### config.mk
export PLATFORM = sky130hd
export DESIGN_NAME = fetch_ctrl
export DESIGN_NICKNAME = d
export VERILOG_FILES = /design/src/rtl/fetch_ctrl.sv
export SDC_FILE = /design/constraint.sdc
export NUM_CORES = 1
export LEC_CHECK = 0
export BUFFER_PORTS_ARGS = -buffer_cell sky130_fd_sc_hd__clkbuf_2
export CORE_MARGIN = 1
export CORE_UTILIZATION = 30
export DETAILED_ROUTE_END_ITERATION = 8
export PLACE_DENSITY = 0.6
export SETUP_SLACK_MARGIN = 0.5
export SLEW_MARGIN = 20
export SYNTH_ARGS = -nofsm -noshare
export SYNTH_HDL_FRONTEND = slang
export SYNTH_SLANG_ARGS = --single-unit
### constraint.sdc
create_clock -name clk -period 6.5 [get_ports clk]
set_clock_uncertainty 0.1 [all_clocks]
set_input_delay 1.3 -clock clk [delete_from_list [all_inputs] [get_ports clk]]
set_output_delay 1.3 -clock clk [all_outputs]
set_load 0.02 [all_outputs]
### src/rtl/fetch_ctrl.sv
// Instruction fetch sequencer: owns the PC, issues one imem request at a time,
// holds the returned word for the core, handles redirects, stale responses and timeouts.
module fetch_ctrl #(
    parameter logic [31:0] RESET_PC       = 32'h0000_0000,
    parameter int unsigned TIMEOUT_CYCLES = 255
) (
    input  logic        clk,
    input  logic        reset_n,
    output logic        imem_req,
    output logic [31:0] imem_addr,
    input  logic        imem_gnt,
    input  logic        imem_rvalid,
    input  logic [31:0] imem_rdata,
    output logic        inst_valid,
    input  logic        inst_ready,
    output logic [31:0] instruction,
    output logic [31:0] inst_pc,
    input  logic        redirect_valid,
    input  logic [31:0] redirect_pc,
    output logic        misalign_pulse,
    output logic        fetch_err
);

    typedef enum logic [2:0] {
        S_IDLE,
        S_REQ,
        S_WAIT,
        S_HOLD,
        S_ERR
    } state_t;

    state_t      state, state_d;
    logic [31:0] pc, pc_d;
    logic [15:0] cnt, cnt_d;
    logic        drop, drop_d;
    logic        req_d, valid_d, misalign_d, err_d;
    logic [31:0] instr_d, inst_pc_d;
    logic [31:0] target;
    logic        redirect_ok;

    localparam logic [15:0] CNT_LAST = 16'(TIMEOUT_CYCLES - 1);

    assign target      = {redirect_pc[31:2], 2'b00};
    assign redirect_ok = redirect_valid &&
                         (state == S_REQ || state == S_WAIT || state == S_HOLD);

    // NOTE: every signal driven here gets a default first so no path can infer a latch.
    always_comb begin
        state_d    = state;
        pc_d       = pc;
        cnt_d      = cnt;
        drop_d     = drop;
        req_d      = imem_req;
        valid_d    = inst_valid;
        instr_d    = instruction;
        inst_pc_d  = inst_pc;
        err_d      = fetch_err;
        misalign_d = redirect_ok && (redirect_pc[1:0] != 2'b00);

        case (state)
            S_IDLE: begin
                state_d = S_REQ;
                req_d   = 1'b1;
            end
            S_REQ: begin
                if (redirect_valid) pc_d = target;
                if (imem_req && imem_gnt) begin
                    // A redirect alongside the grant means the old address is in flight.
                    state_d = S_WAIT;
                    req_d   = 1'b0;
                    cnt_d   = '0;
                    drop_d  = redirect_valid;
                end
            end
            S_WAIT: begin
                if (redirect_valid) begin
                    pc_d   = target;
                    drop_d = 1'b1;
                end
                if (imem_rvalid) begin
                    if (drop || redirect_valid) begin
                        state_d = S_REQ;
                        req_d   = 1'b1;
                        drop_d  = 1'b0;
                    end else begin
                        state_d   = S_HOLD;
                        valid_d   = 1'b1;
                        instr_d   = imem_rdata;
                        inst_pc_d = pc;
                    end
                end else if (cnt == CNT_LAST) begin
                    state_d = S_ERR;
                    err_d   = 1'b1;
                end else begin
                    cnt_d = cnt + 16'd1;
                end
            end
            S_HOLD: begin
                // Redirect takes priority; the held word is treated as consumed.
                if (redirect_valid) begin
                    state_d = S_REQ;
                    req_d   = 1'b1;
                    valid_d = 1'b0;
                    pc_d    = target;
                end else if (inst_ready) begin
                    state_d = S_REQ;
                    req_d   = 1'b1;
                    valid_d = 1'b0;
                    pc_d    = pc + 32'd4;
                end
            end
            S_ERR: begin
                req_d   = 1'b0;
                valid_d = 1'b0;
                err_d   = 1'b1;
            end
            default: state_d = S_IDLE;
        endcase
    end

    // NOTE: sequential state uses non-blocking assignments only, so every flop samples pre-edge values.
    always_ff @(posedge clk or negedge reset_n) begin
        if (!reset_n) begin
            state          <= S_IDLE;
            pc             <= RESET_PC;
            cnt            <= '0;
            drop           <= 1'b0;
            imem_req       <= 1'b0;
            imem_addr      <= RESET_PC;
            inst_valid     <= 1'b0;
            instruction    <= '0;
            inst_pc        <= '0;
            misalign_pulse <= 1'b0;
            fetch_err      <= 1'b0;
        end else begin
            state          <= state_d;
            pc             <= pc_d;
            cnt            <= cnt_d;
            drop           <= drop_d;
            imem_req       <= req_d;
            imem_addr      <= pc_d;
            inst_valid     <= valid_d;
            instruction    <= instr_d;
            inst_pc        <= inst_pc_d;
            misalign_pulse <= misalign_d;
            fetch_err      <= err_d;
        end
    end

endmodule

### Word-level counts from Yosys, hierarchy flattened

Cells that the tools add are included.

* register bits after elaboration: 120
* output and inout bits: 100
* logic and storage cells: 85

* add/sub/neg operators: 2
* equal/unequal tests: 15
* mux-type cells: 34
* bitwise logic cells: 2
* reductions and logical operators: 22

Operators by type and width (number)
* $mux W32: 3
* $pmux W32 S2: 1
* $mux W16: 3
* $add A32 B3 Y32 const B: 1
* $pmux W16 S2: 1
* $add A16 B1 Y16 const B: 1
* $eq A16 B8 Y1 const B: 1
* $mux W1: 15
* $mux W3: 5
* $pmux W3 S5: 1
* $reduce_and A4 Y1: 3
* $reduce_and A3 Y1: 3
* $ne A2 B1 Y1 const B: 4
* $ne A2 B2 Y1 const B: 4
* $reduce_bool A2 Y1: 4
* $eq A3 B2 Y1 const B: 2
* $pmux W1 S5: 1
* $reduce_and A5 Y1: 1
* $reduce_bool A5 Y1: 1
* $pmux W1 S2: 2
* $eq A3 B1 Y1 const B: 1
* $eq A3 B3 Y1 const B: 1
* $logic_and A1 B1 Y1: 3
* $logic_not A3 Y1: 1
* 9 further kinds: 12

### Depth between registers and ports, before layout

* depth after elaboration: 5
* depth in mapped cells: 8
* depth with buffers taken out: 7

### Least setup slack after synthesis

No wires, ideal clock.

* path type: in2reg
* start: input port redirect_valid
* end: register inst_pc[10]
* arrival: 2.723 ns
* required time: 6.275 ns
* setup slack: 3.552 ns
* cell stages on the path: 6
* path buffers: 3
* path through: clkbuf_1 nor2_1 nand3_1 clkbuf_1 clkbuf_1 mux2_2

* cells in the longest elaborated chain, start to end: 3

Ends and longest elaborated chain
* start: declaration: line 18 `input logic redirect_valid,`
* $logic_or A1 B1 Y1: line 81 `if (drop || redirect_valid) begin`
* $not A1 Y1 (no line)
* $reduce_and A3 Y1 (no line)
* end signal: assignment: line 144 `inst_pc <= inst_pc_d;`
* end: declaration: line 17 `output logic [31:0] inst_pc,`

Every way passes these cells.
A chain may end at the register's enable or synchronous reset.

### Final worst setup path

* start: input port imem_rvalid
* end: register cnt[6]

* cells in the longest elaborated chain, start to end: 2

Ends and longest elaborated chain
* start: declaration: line 12 `input logic imem_rvalid,`
* $ne A2 B2 Y1 (no line)
* $reduce_and A4 Y1 (no line)
* end signal: assignment: line 138 `cnt <= cnt_d;`
* end: declaration: line 34 `logic [15:0] cnt, cnt_d;`

Every way passes these cells.

==> out/metrics.yaml <==
status: "finished, violations left"
finalSetupViolCount: 0
num_antenna_cells: 0
yosys.cell_count.top_type: "dfrtp_1"
pre_cts_ws_ns: 3.21
crit_family: "simple AND/OR/NAND/NOR gates"
fin_ws_ns: 3.67
clk-insertion-delay-late_ns: 0.42
ant_nets: 0
fin_util: 0.404
end_kind: "flip-flop"
rows: 49
grt_max_degree: 73
cts.sinks: 116
yosys_warnings: 0
hold_viol_final: 0
rsz0062_at_grt: "no"
htreeDepth: 4
vdd.ir_drop.worst_mv: 0.200
synth_seq_cells: 116
antenna_found_initial: 0
dpl_cell_area_sq_mm: 0.00666
syn_area_sq_mm: 0.00562
power.leakage_nw: 3.44
wirelength_um: 14600
die_x_um: 139
grtUsageTotal: 0.158
required_ns: 6.74
design_area_sq_mm: 0.00733
met1_usage: 0.213
drt-initial-drc-count: 281
ys.flop_type: "dfrtp_1"
hold-path-endpoint: "fetch_err"
failed_checks: "design-rule violations"
postCtsSetupBuffers: 0
num_io_pins: 170
synth-edff-count: 0
postSynth.asyncResetShare: 1.00
worst-path-stages: 6
overflow: 0
clk_pin_slew_ns: 0.06
timing.rr.start: "state[2]"
root_buffer: "clkbuf_16"
worst_setup_path_start_kind: "primary input"
maxCapViolCount: 0
cts_tree: "yes"
vias: 4765
dp_hpwl_um: 9950
wl_per_cell_um: 15.5
dieHeight_um: 139
synth_largest_area_cell: "dfrtp_1"
area_growth_pct: 30.3
hold_depth: 1
reg2reg_depth: 4
yosysUniqueCellTypes: 53
fin_crit_sh: 0.436
cts_resized: 0
grt_pass1_vias: 4555
tightestPinTransition_ns: 0.960
nNetsFinal: 772
die_area_sq_mm: 0.0193
busiest_layer: "met2"
syn_area_per_cell_sq_um: 10.4
r2r-end: "instruction[3]"
synthTopCellsByArea: "dfrtp_1 52%, mux2_2 12%, a21oi_1 3.9%, o21ai_0 3.7%, nand2_1 2.7%"
grt_first_pass_wirelength_um: 23900
yosys.area.top_type_share: 0.516
path_max_fanout: 13
cpPeakStageDelay_ns: 0.48
core_area_sq_mm: 0.0181
met3_usage: 0.0501
critPathKind: "primary input to flip-flop"
drc: 6
p_per_area_mw_per_mm2: 479
initial_core_util: 0.310
worstHoldStart: "fetch_err"
crit_arrival_ns: 3.07
clock_path_buffers: 2
fin_crit_ns: 2.83
dr.pass1.iters: 9
cts_buffers: 17
yosysSeqAreaShare: 0.516
netlist_top_cells_count: "116 x dfrtp_1, 60 x mux2_2, 44 x a21oi_1, 42 x o21ai_0, 40 x nand2_1"
gr-usage-met2: 0.232
fmax_mhz: 353
path_cells: "clkbuf_2 -> or3b_2 -> a21o_1 -> o21bai_2 -> or3_1 -> a21oi_1"
slew-limit-headroom: 0.360
post_drt_via_cell_ratio: 5.06
holdCritPathClass: "flip-flop to flip-flop"
finalWeightedCongestion: 0.787
power_mw: 3.51
portBuffers: 165
synthCells: 541
cts_hold_buffers: 0
timing.final.max_slew_violations: 0
tns_ns: 0
cpMaxStageDelayCell: "or3b_2"
drive_gt1_frac: 0.383
cp_num_buf_inv: 1
r2r_setup_slack_ns: 3.81
-- power breakdown --
| group | internal, mW | switching (mW) |
|---|---|---|
| Clock | 0.710 | 0.342 |
| Combinational | 0.465 | 0.749 |
| Sequential | 0.974 | 0.272 |
-- kinds of logic (layout without fill, tap and decap cells) --
family          after synthesis  in the layout  synth area share
compound gates              136            136             0.146
other cells                   1              4          0.000667
simple gates                181            181             0.172
flops                       116            116             0.516
xor+xnor                      4              4           0.00623
fa+ha+maj                     3              3           0.00667
mux                          61             61             0.122
buf+inv                      39            207            0.0296
-- how the worst max path moves through the flow --
stage	from	to	slack, ns
after floorplan	redirect_valid	inst_pc[10]	3.55
after global placement	redirect_valid	inst_pc[8]	3.22
after detailed placement	redirect_valid	instruction[3]	3.21
after CTS	redirect_valid	instruction[3]	3.66
after global routing	redirect_valid	instruction[17]	3.48
final	imem_rvalid	cnt[6]	3.67
-- per-stage QoR --
stage                     instances  hold slack (ns)
after floorplan                 544            0.356
after global placement          909            0.348
after detailed placement        909            0.362
after CTS                       941            0.375
after global routing            941            0.399
final                           941            0.365
-- registers in the layout (all words and copies together) (netlist names) --
signal / count
fetch_err: 1
cnt: 16
imem_req: 1
pc: 30
instruction: 32
drop: 1
inst_valid: 1
misalign_pulse: 1
inst_pc: 30
state: 3
-- routing by layer --
| metal | share of wire | up-vias | wire (um) |
|---|---|---|---|
| li1 | - | 2324 | - |
| met3 | 0.064 | 7 | 929 |
| met1 | 0.47 | 2287 | 6800 |
| met2 | 0.46 | 147 | 6680 |
| met5 | 0 | - | 0 |
| met4 | 0.011 | 0 | 160 |
-- area by class of cell --
| type | instances | area [sq um] |
|---|---|---|
| Fill cell | 1782 | 10800 |
| Sequential cell | 116 | 2900 |
| Multi-Input combinational cell | 389 | 2590 |
| Timing Repair Buffer | 169 | 858 |
| Clock buffer | 20 | 467 |
| Tap cell | 229 | 287 |
| Clock inverter | 12 | 201 |
| Inverter | 6 | 22.5 |
-- layout by cell type (no fill, tap or decap), types with 3 or more instances in the layout --
master,Yosys,final
mux2_2,60,60
nor2_1,30,30
nor4b_1,3,3
nand2_1,40,40
and4_1,6,6
a2bb2oi_1,4,4
inv_1,6,6
nor3_1,14,14
a211oi_1,7,7
clkbuf_16,0,17
a21oi_1,44,43
or3_1,16,16
o21ai_0,42,42
nor2b_1,3,3
nand3_1,21,20
o22ai_1,7,7
o41ai_1,3,3
and3_1,11,11
and2_1,4,4
dfrtp_1,116,116
a31oi_1,6,6
nor3b_1,4,3
bufinv_16,0,5
nor4_1,5,5
o31ai_1,4,4
clkbuf_2,0,164
xnor2_1,4,4
ha_1,3,3
conb_1,1,4
nand2b_1,4,4
nand4_1,7,7
buf_4,4,5
a311oi_1,6,6
clkinvlp_4,0,5
clkbuf_8,0,3
No activity file was read; power rests on OpenSTA's default activity.
